### src/rtl/fr_pkg.sv
// Shared definitions for the frame-rate monitor: state encoding and default widths.
package fr_pkg;

  typedef enum logic [0:0] {
    IDLE    = 1'b0,
    MEASURE = 1'b1
  } fr_mon_state_t;

  localparam int unsigned FR_DATA_WIDTH = 32;
  localparam int unsigned FR_DROP_WIDTH = 16;

endpackage

### src/rtl/fr_win_timer.sv
// Down-counting window timer; load takes priority over decrement.
module fr_win_timer #(
  parameter int unsigned WIDTH      = 27,
  parameter logic [WIDTH-1:0] LOAD_VALUE = '1
) (
  input  logic             clk,
  input  logic             rst_n,
  input  logic             load,
  input  logic             dec,
  output logic [WIDTH-1:0] count,
  output logic             zero
);

  always_ff @(posedge clk) begin
    if (!rst_n) begin
      count <= '0;
    end else if (load) begin
      count <= LOAD_VALUE;
    end else if (dec) begin
      count <= count - 1'b1;
    end
  end

  assign zero = (count == '0);

endmodule

### src/rtl/fr_rate_mon.sv
// Measures the delta of a wrapping event counter over fixed back-to-back windows
// and presents each result through a valid/ready register with drop counting.
module fr_rate_mon
  import fr_pkg::*;
#(
  parameter int unsigned DATA_WIDTH    = FR_DATA_WIDTH,
  parameter int unsigned WINDOW_CYCLES = 100000000,
  parameter int unsigned DROP_WIDTH    = FR_DROP_WIDTH
) (
  input  logic                  clk,
  input  logic                  rst_n,
  input  logic                  en_in,
  input  logic [DATA_WIDTH-1:0] cnt_in,
  output logic [DATA_WIDTH-1:0] rate_out,
  output logic                  rate_valid_out,
  input  logic                  rate_ready_in,
  output logic [DROP_WIDTH-1:0] drop_cnt_out,
  output logic                  busy_out
);

  localparam int unsigned TW = $clog2(WINDOW_CYCLES);
  localparam logic [TW-1:0] TIMER_LOAD = TW'(WINDOW_CYCLES - 1);

  fr_mon_state_t         state_q;
  logic [DATA_WIDTH-1:0] base_q;
  logic [DATA_WIDTH-1:0] delta;
  logic [TW-1:0]         tmr_count;
  logic                  tmr_zero;
  logic                  tmr_load;
  logic                  tmr_dec;
  logic                  win_end;
  logic                  out_free;

  assign win_end  = (state_q == MEASURE) && tmr_zero;
  assign tmr_load = ((state_q == IDLE) && en_in) || win_end;
  assign tmr_dec  = (state_q == MEASURE) && !tmr_zero;
  assign delta    = cnt_in - base_q;
  assign out_free = !rate_valid_out || rate_ready_in;
  assign busy_out = (state_q == MEASURE);

  fr_win_timer #(
    .WIDTH      (TW),
    .LOAD_VALUE (TIMER_LOAD)
  ) u_timer (
    .clk   (clk),
    .rst_n (rst_n),
    .load  (tmr_load),
    .dec   (tmr_dec),
    .count (tmr_count),
    .zero  (tmr_zero)
  );

  always_ff @(posedge clk) begin
    if (!rst_n) begin
      state_q <= IDLE;
      base_q  <= '0;
    end else begin
      case (state_q)
        IDLE: begin
          if (en_in) begin
            base_q  <= cnt_in;
            state_q <= MEASURE;
          end
        end
        MEASURE: begin
          // A window ending while disabled still yields its result.
          if (win_end) begin
            base_q <= cnt_in;
          end
          if (!en_in) begin
            state_q <= IDLE;
          end
        end
        default: state_q <= IDLE;
      endcase
    end
  end

  always_ff @(posedge clk) begin
    if (!rst_n) begin
      rate_out       <= '0;
      rate_valid_out <= 1'b0;
      drop_cnt_out   <= '0;
    end else if (win_end) begin
      if (out_free) begin
        rate_out       <= delta;
        rate_valid_out <= 1'b1;
      end else if (drop_cnt_out != '1) begin
        drop_cnt_out <= drop_cnt_out + 1'b1;
      end
    end else if (rate_valid_out && rate_ready_in) begin
      rate_valid_out <= 1'b0;
    end
  end

endmodule

### config.mk
export PLATFORM = sky130hd
export DESIGN_NAME = fr_rate_mon
export DESIGN_NICKNAME = d
export VERILOG_FILES = /design/src/rtl/fr_pkg.sv /design/src/rtl/fr_win_timer.sv /design/src/rtl/fr_rate_mon.sv
export SDC_FILE = /design/constraint.sdc
export NUM_CORES = 1
export LEC_CHECK = 0
export ABC_AREA = 1
export BUFFER_PORTS_ARGS = -buffer_cell sky130_fd_sc_hd__buf_4
export CELL_PAD_IN_SITES_DETAIL_PLACEMENT = 2
export CELL_PAD_IN_SITES_GLOBAL_PLACEMENT = 2
export CORE_UTILIZATION = 34
export DETAILED_ROUTE_END_ITERATION = 8
export PLACE_DENSITY = 0.85
export SETUP_SLACK_MARGIN = 0.02
export SYNTH_ARGS = -nofsm -noshare
export SYNTH_HDL_FRONTEND = slang
export SYNTH_SLANG_ARGS = --single-unit
export TNS_END_PERCENT = 50
### constraint.sdc
create_clock -name clk -period 5.4 [get_ports clk]
set_input_delay 0.54 -clock clk [delete_from_list [all_inputs] [get_ports clk]]
set_output_delay 0.54 -clock clk [all_outputs]
set_load 0.005 [all_outputs]
# Word level (Yosys, flattened, before mapping)
# Index checks and enable logic that the tools add are counted.
# totals
regBits	109
latchBits	0
ram_bits	0
mem_bits_ro	0
inputBits	36
output_inout_bits	50
elab_cells	42
memories	0
# classes
add_sub_neg	3
mul	0
div_mod_pow	0
magnitude_cmp	0
n_eq_ne	4
shifts	0
mux	9
bitwise	3
n_reduce_logical	16
# op_table
operator	n
two-way mux 32 bit	2
case mux 32 bit (2 select lines)	1
two-way mux 27 bit	2
subtractor 32 bit	1
zero test 27 bit	1
subtractor 27 x 1 -> 27 bit, second input constant	1
adder 16 x 1 -> 16 bit, second input constant	1
!= test 16 bit, second input constant	1
AND reduction 2 bit	3
logical AND 1 bit	4
two-way mux 1 bit	4
!= test 2 x 1 -> 1 bit, second input constant	2
nonzero test 2 bit	2
inverter 1 bit	3
AND reduction 3 bit	1
zero test 1 bit	2
logical OR 1 bit	2
!= test 2 bit, second input constant	1
OR reduction 2 bit	1

# Logic depth before layout (Yosys ltp)
# Gate-level depths: netlist of run 1.
# logic_depth
depth_word	5
depth_mapped	16
depth_no_buf	16

# By module
# A second synthesis of run 1 with hierarchy kept.
# hier_totals
hier_cells	1182
hier_area_um2	7244.4
# by_module_without_submodules
mod	n_inst	cells_per_inst	area_each_um2
fr_rate_mon	1	936	5629.1
fr_win_timer	1	246	1615.3

# Worst setup path after synthesis of run 1
# Ideal clock, no wire load.
# synth_timing
path_type	input-to-reg
from	in cnt_in[0]
to	reg rate_out[28]
setup_time_ps	117
t_arrival_ps	1915
required_time_ps	5283
path_slack_ps	3368
cell_stages	13
n_path_buf	0
path_cell_list	inv_1 -> ha_1 -> fa_1 -> inv_1 -> nand3_1 -> nand3_1 -> nand3_1 -> nand3_1 -> nand2_1 -> nand3_1 -> nand2_1 -> nor2_1 -> nor2_1
# synth_between
elab_chain_cells	1
# synth_rtl
element	line_no	rtl
start, declared	fr_rate_mon.sv:13	input logic [DATA_WIDTH-1:0] cnt_in,
subtractor 32 bit	fr_rate_mon.sv:37	assign delta = cnt_in - base_q;
end signal, assigned	fr_rate_mon.sv:86	rate_out <= delta;
end, declared	fr_rate_mon.sv:14	output logic [DATA_WIDTH-1:0] rate_out,
# Every way passes these cells.
# A chain may end at the register's enable or synchronous reset.

# Worst setup path after layout of run 1
# layout_timing
from	reg u_timer.count[0]
to	reg rate_out[16]
# layout_between
elab_chain_cells	3
# layout_rtl
element	line_no	rtl
start, declared	fr_win_timer.sv:10	output logic [WIDTH-1:0] count,
start signal, assigned	fr_win_timer.sv:20	count <= count - 1'b1;
zero test 27 bit	fr_win_timer.sv:24	assign zero = (count == '0);
logical AND 1 bit	fr_rate_mon.sv:34	assign win_end = (state_q == MEASURE) && tmr_zero;
AND reduction 2 bit (no source line)	-	
# Every way passes these cells.

==> results.tsv, run 1 <==
stage	metric	value	unit
timing	WHS	0.390	ns
placement	Post-Place Worst Slack	2.73	ns
timing	fmax	352	MHz
yosys	Netlist cell types	40	
timing	setup TNS	0	ns
floorplanning	Initial Util	34.9	%
yosys	post-synthesis sequential area ratio	29.7	%
yosys	Post-Syn Area	7360	µm²
worst_setup_path	Reg2Reg Setup Slack	2.56	ns
timing	period utilisation layout	52.6	%
worst_setup_path	startpoint types	register	
detailed_routing	Detailed Route WL	26.4	mm
placement	placed instance count	1510	
grt	first-pass GRT wire length	43.3	mm
grt	total congestion overflow	0	
floorplanning	chip width	149	µm
timing	endpoints failing setup	0	
final_layout	Layout area overhead	14.8	%
grt	vias in the first global route	8642	
final_layout	Final Core Density	40.0	%
placement	Post-DP Area	8170	µm²
floorplanning	die height	149	µm
yosys	post-synth net total	1247	
power_and_ir_drop	Leakage	4.21	nW
worst_setup_path	WP data arrival	3.13	ns
final_layout	most frequent cells in the layout	nand2_1, inv_1, dfxtp_1	
floorplanning	core box area	21100	µm²
worst_hold_path	Hold Path Origin	en_in	
outcome	status	finished clean	
detailed_routing	vias	7787	
yosys	Post-Syn Instances	1177	
timing	worst slew pin tran	1.17	ns
detailed_routing	antenna-violating nets left	0	
cts	Clock Sinks	109	
floorplanning	I/O pins	86	
grt	largest net degree at the start of global routing	78	
cts	TritonCTS clock tree	yes	
detailed_routing	# DRC	0	
power_and_ir_drop	Cell Pwr Density	247	nW/µm²
placement	post-detail-place hpwl	19.9	mm
timing	max-slew violation count	0	
yosys	Mean Syn Cell Area	6.25	µm²
placement	routability cong.	0.838	
cts	TritonCTS buffer count	9	
cts	CTS resizes	0	
final_layout	final net count	1316	
detailed_routing	drt pass-1 iters	4	
grt	initial antenna violation count	1	
timing	unrepaired setup endpoints after global routing	no	
worst_hold_path	worst hold path cell count	3	
worst_setup_path	R2R cell count	10	
detailed_routing	wire per inst	17.3	µm
timing	relative slew slack	21.8	%
worst_setup_path	reg2reg end	rate_out[16]$_SDFFE_PN0P_	
cts	clock tree buffer depth	2	
worst_hold_path	Hold EP	busy_out$_SDFF_PN0_	
cts	CTS H-tree lvls	3	
yosys	Synth area leader	dfxtp_1	
floorplanning	cell row count	53	
worst_setup_path	Max FO, Critical Path	48	
final_layout	Filler cells	2710	
timing	Worst Skew	0.00882	ns
cts	CTS Hold Buffers Added	0	
power_and_ir_drop	Tot Pwr	2.08	mW
cts	CTS clk-pin slew, worst paths	0.08	ns
worst_setup_path	Critical Path RT	5.69	ns
grt	Overall Global Routing Usage	24.8	%
worst_hold_path	worst hold path class	in2reg	
yosys	largest cells by area after synthesis	dfxtp_1, nand2_1, inv_1, a21oi_1, ha_1	
cts	clock root buffer	clkbuf_16	
final_layout	share of layout cells above drive strength 1	11.0	%
final_layout	fin area	8450	µm²
detailed_routing	Via density	5.10	
final_layout	most common cell after layout, fill and taps aside	nand2_1	
worst_setup_path	Setup CP Type	reg2reg	
detailed_routing	DRT iter0 DRCs	183	
final_layout	final std cells w/o fill	1527	
placement	number of I/O port buffers	85	
power_and_ir_drop	worst vdd ir	0.000142	V
yosys	top cell type's share of synthesized area	29.7	%
floorplanning	Die ar.	22200	µm²
worst_setup_path	RR Startpoint	u_timer.count[0]$_SDFFE_PN0P_	
worst_setup_path	CP endpoint kind	register	
run	number of max-cap violations	0	
timing	Period minus WS final	2.84	ns
cts	Post-CTS Setup Bufs	0	
yosys	YS warnings	0	
cts	clock latency on the worst-skew pair	0.37	ns
timing	Worst Slack Setup Final	2.56	ns
yosys	post-synthesis register bit count	109	
timing	Final Hold Viols	0	
==> logic make-up after synthesis <==
kind of cell | count (synthesis) | synth area share [%]
xor+xnor | 36 | 4.29
fa+ha+maj | 34 | 5.88
buf+inv | 259 | 14.2
flops | 109 | 29.7
compound gates | 184 | 12.9
simple gates | 555 | 33.1
==> area by class of cell <==
type	count	area (µm²)	area share (%)
multi-input cells	809	4130	48.9
flip-flops and latches	109	2180	25.8
inverters	231	867	10.3
repair buffers	86	646	7.64
well taps	275	344	4.07
clock buffers	9	225	2.67
clock inverters	7	50.0	0.593
diodes	1	2.50	0.0296
==> how the worst max path moves through the flow <==
stage	slack (ns)	endpoint	start
finish	2.56	rate_out[16]$_SDFFE_PN0P_	u_timer.count[0]$_SDFFE_PN0P_
global route	2.32	rate_out[8]$_SDFFE_PN0P_	u_timer.count[0]$_SDFFE_PN0P_
CTS	2.55	rate_out[16]$_SDFFE_PN0P_	u_timer.count[0]$_SDFFE_PN0P_
detailed placement	2.73	rate_out[29]$_SDFFE_PN0P_	u_timer.count[0]$_SDFFE_PN0P_
global placement	2.88	rate_out[30]$_SDFFE_PN0P_	u_timer.count[0]$_SDFFE_PN0P_
floorplan	3.37	rate_out[28]$_SDFFE_PN0P_	cnt_in[0]
==> cells in the mapped netlist <==
| cell | number |
|---|---|
| a21boi_0 | 1 |
| a21o_1 | 1 |
| a21oi_1 | 108 |
| a21oi_2 | 2 |
| a31oi_1 | 5 |
| buf_2 | 3 |
| buf_4 | 2 |
| buf_6 | 7 |
| buf_8 | 1 |
| clkbuf_1 | 15 |
| clkinv_1 | 1 |
| dfxtp_1 | 109 |
| fa_1 | 1 |
| ha_1 | 33 |
| inv_1 | 227 |
| inv_2 | 3 |
| nand2_1 | 329 |
| nand2_2 | 3 |
| nand2_4 | 2 |
| nand3_1 | 53 |
| nand3_2 | 6 |
| nand3_4 | 1 |
| nand3b_1 | 3 |
| nand4_1 | 31 |
| nand4_2 | 2 |
| nor2_1 | 88 |
| nor2_2 | 8 |
| nor2_4 | 5 |
| nor3_1 | 16 |
| nor3_2 | 1 |
| nor3b_1 | 2 |
| nor4_1 | 1 |
| o211ai_1 | 1 |
| o21ai_0 | 64 |
| o21bai_1 | 2 |
| or2_0 | 1 |
| or2_1 | 1 |
| or2_2 | 2 |
| xnor2_1 | 15 |
| xor2_1 | 21 |
==> per-layer routing <==
| metal | routed length (µm) | vias to the layer above | global-route usage (%) |
|---|---|---|---|
| met5 | 0 | - | 0 |
| met4 | 651 | 0 | 7.35 |
| met3 | 557 | 34 | 3.52 |
| met2 | 13500 | 91 | 46.7 |
| met1 | 11700 | 3845 | 28.7 |
| li1 | - | 3817 | - |
==> flip-flops by register name, indices dropped and copies added (netlist names) <==
| signal | cells |
|---|---|
| u_timer.count | 27 |
| busy_out | 1 |
| rate_out | 32 |
| base_q | 32 |
| drop_cnt_out | 16 |
| rate_valid_out | 1 |
==> critical path, stage by stage, from the launching register on <==
cell,delay [ns]
dfxtp_1,0.38
inv_1,0.18
ha_1,0.24
nand2_2,0.10
nor2_4,0.16
inv_2,0.08
nor2_2,0.17
nand3_2,0.13
nor2_4,0.91
o21ai_0,0.23
a21oi_1,0.18
==> power by group <==
group          internal, mW  switching, mW
combinational         0.184          0.377
sequential            0.838         0.0244
clock                 0.316          0.345
total                  1.34          0.746
No activity file was read; power rests on OpenSTA's default activity.
==> inputs of run 2 (changes only) <==
--- a/config.mk
+++ b/config.mk
@@ -9,9 +9,9 @@
 export BUFFER_PORTS_ARGS = -buffer_cell sky130_fd_sc_hd__buf_4
 export CELL_PAD_IN_SITES_DETAIL_PLACEMENT = 2
 export CELL_PAD_IN_SITES_GLOBAL_PLACEMENT = 2
-export CORE_UTILIZATION = 34
+export CORE_UTILIZATION = 32
 export DETAILED_ROUTE_END_ITERATION = 8
-export PLACE_DENSITY = 0.85
+export PLACE_DENSITY = 0.81
 export SETUP_SLACK_MARGIN = 0.02
 export SYNTH_ARGS = -nofsm -noshare
 export SYNTH_HDL_FRONTEND = slang
==> constraint.sdc (replaced) <==
create_clock -name clk -period 2.9 [get_ports clk]
set_input_delay 0.29 -clock clk [delete_from_list [all_inputs] [get_ports clk]]
set_output_delay 0.29 -clock clk [all_outputs]
set_load 0.005 [all_outputs]
==> results.tsv, run 2 (same netlist as run 1, synthesis figures left out) <==
stage	metric	value	unit
power_and_ir_drop	Net Sw Frac	34.9	%
cts	CTS clk-pin slew, worst paths	0.08	ns
final_layout	most frequent cells in the layout	nand2_1, inv_1, dfxtp_1	
grt	Overall Global Routing Usage	21.9	%
worst_setup_path	CP endpoint kind	register	
power_and_ir_drop	sequential power share	39.9	%
power_and_ir_drop	Logic pwr share	25.9	%
grt	initial antenna violation count	0	
worst_setup_path	RR Startpoint	u_timer.count[0]$_SDFFE_PN0P_	
worst_setup_path	R2R cell count	10	
power_and_ir_drop	worst vdd ir	0.000238	V
cts	clock root buffer	clkbuf_16	
detailed_routing	antenna-violating nets left	0	
timing	worst slew pin tran	0.890	ns
detailed_routing	wire per inst	16.3	µm
floorplanning	cell row count	55	
worst_setup_path	Critical Path RT	3.17	ns
timing	unrepaired setup endpoints after global routing	no	
timing	endpoints failing setup	0	
power_and_ir_drop	Leakage	4.26	nW
worst_setup_path	Setup CP Type	reg2reg	
floorplanning	core box area	22600	µm²
timing	setup TNS	0	ns
cts	clock tree buffer depth	2	
detailed_routing	vias	7620	
placement	number of I/O port buffers	85	
timing	period utilisation layout	82.7	%
floorplanning	chip width	154	µm
worst_hold_path	worst hold path class	in2reg	
final_layout	Final Core Density	37.9	%
timing	Period minus WS final	2.40	ns
cts	TritonCTS clock tree	yes	
final_layout	Layout area overhead	16.3	%
timing	relative slew slack	40.6	%
cts	CTS resizes	0	
final_layout	most common cell after layout, fill and taps aside	nand2_1	
floorplanning	Initial Util	32.6	%
worst_setup_path	startpoint types	register	
final_layout	top flop regs	base_q: 32 flops, rate_out: 32 flops, u_timer.count: 27 flops	
grt	vias in the first global route	8199	
power_and_ir_drop	Cell Pwr Density	470	nW/µm²
timing	Final Hold Viols	0	
timing	WHS	0.115	ns
final_layout	share of layout cells above drive strength 1	11.3	%
timing	Worst Skew	0.0118	ns
grt	total congestion overflow	0	
worst_setup_path	Worst Setup SP	u_timer.count[0]$_SDFFE_PN0P_	
cts	clock latency on the worst-skew pair	0.37	ns
power_and_ir_drop	Internal	2.62	mW
cts	TritonCTS buffer count	9	
placement	Post-DP Area	8240	µm²
cts	Clock Sinks	109	
grt	first-pass GRT wire length	41.3	mm
detailed_routing	DRT iter0 DRCs	210	
timing	max-slew violation count	0	
outcome	status	finished clean	
detailed_routing	Detailed Route WL	25.2	mm
final_layout	final net count	1321	
cts	CTS Hold Buffers Added	0	
detailed_routing	drt pass-1 iters	6	
run	number of max-cap violations	0	
detailed_routing	Via density	4.94	
cts	Post-CTS Setup Bufs	0	
power_and_ir_drop	Clock power frac	34.2	%
worst_setup_path	Reg2Reg Setup Slack	0.50	ns
worst_setup_path	Max FO, Critical Path	44	
cts	CTS H-tree lvls	3	
worst_setup_path	reg2reg end	base_q[8]$_SDFFE_PN0P_	
placement	routability cong.	0.830	
detailed_routing	# DRC	0	
final_layout	fin area	8560	µm²
power_and_ir_drop	sw power	1.40	mW
grt	largest net degree at the start of global routing	62	
final_layout	Filler cells	2854	
timing	fmax	417	MHz
worst_setup_path	Worst Setup EP	base_q[8]$_SDFFE_PN0P_	
final_layout	ANT cells	0	
floorplanning	die height	154	µm
worst_setup_path	WP data arrival	2.66	ns
floorplanning	Die ar.	23600	µm²
placement	post-detail-place hpwl	19.7	mm
floorplanning	I/O pins	86	
## run 2: power by group through the flow
stage | Combinational, mW | Sequential, mW | Clock [mW]
floorplan | 0.724 | 1.63 | 0
finish | 1.04 | 1.60 | 1.37
global placement | 1.00 | 1.64 | 0
CTS | 1.06 | 1.60 | 1.42
global route | 1.18 | 1.61 | 1.45
detailed placement | 1.05 | 1.64 | 0
## run 2: worst max-delay path, stage by stage, from the launching register on
cell	delay, ns
dfxtp_1	0.38
inv_1	0.17
ha_1	0.23
nand2_2	0.10
nor2_4	0.16
nand4_2	0.19
nand2_4	0.17
nand2_4	0.33
buf_12	0.31
o21ai_0	0.17
a21oi_1	0.06
## run 2: worst min path at each step
| stage | from | endpoint | slack [ns] | depth (start not counted) |
|---|---|---|---|---|
| 3_3_place_gp | base_q[21]$_SDFFE_PN0P_ | base_q[21]$_SDFFE_PN0P_ | 0.44 | 2 |
| 2_1_floorplan | en_in | busy_out$_SDFF_PN0_ | 0.38 | 2 |
| 5_1_grt | en_in | busy_out$_SDFF_PN0_ | 0.12 | 3 |
| 4_1_cts | en_in | busy_out$_SDFF_PN0_ | 0.10 | 3 |
| 6_report | en_in | busy_out$_SDFF_PN0_ | 0.12 | 3 |
| 3_5_place_dp | base_q[23]$_SDFFE_PN0P_ | base_q[23]$_SDFFE_PN0P_ | 0.46 | 2 |
## run 2: cell type report
type / instances / area, µm² / area share (%)
flip-flops and latches: 109 / 2180 / 25.5
inverters: 231 / 867 / 10.1
clock inverters: 5 / 71.3 / 0.833
clock buffers: 11 / 243 / 2.84
well taps: 285 / 357 / 4.17
multi-input cells: 809 / 4130 / 48.3
repair buffers: 91 / 708 / 8.28
## run 2: metal layers
layer	up-vias	global-route usage, %	wire [µm]
met5	-	0	0
met4	0	5.57	369
met3	25	2.42	416
met1	3692	27.2	11800
met2	71	39.9	12500
li1	3832	-	-
## run 2: metrics by stage
step	total power [mW]	setup WS, ns	std cells
floorplan	2.35	1.12	1177
global placement	2.64	0.689	1525
detailed placement	2.68	0.488	1525
CTS	4.08	0.471	1541
global route	4.24	0.304	1541
finish	4.02	0.502	1541
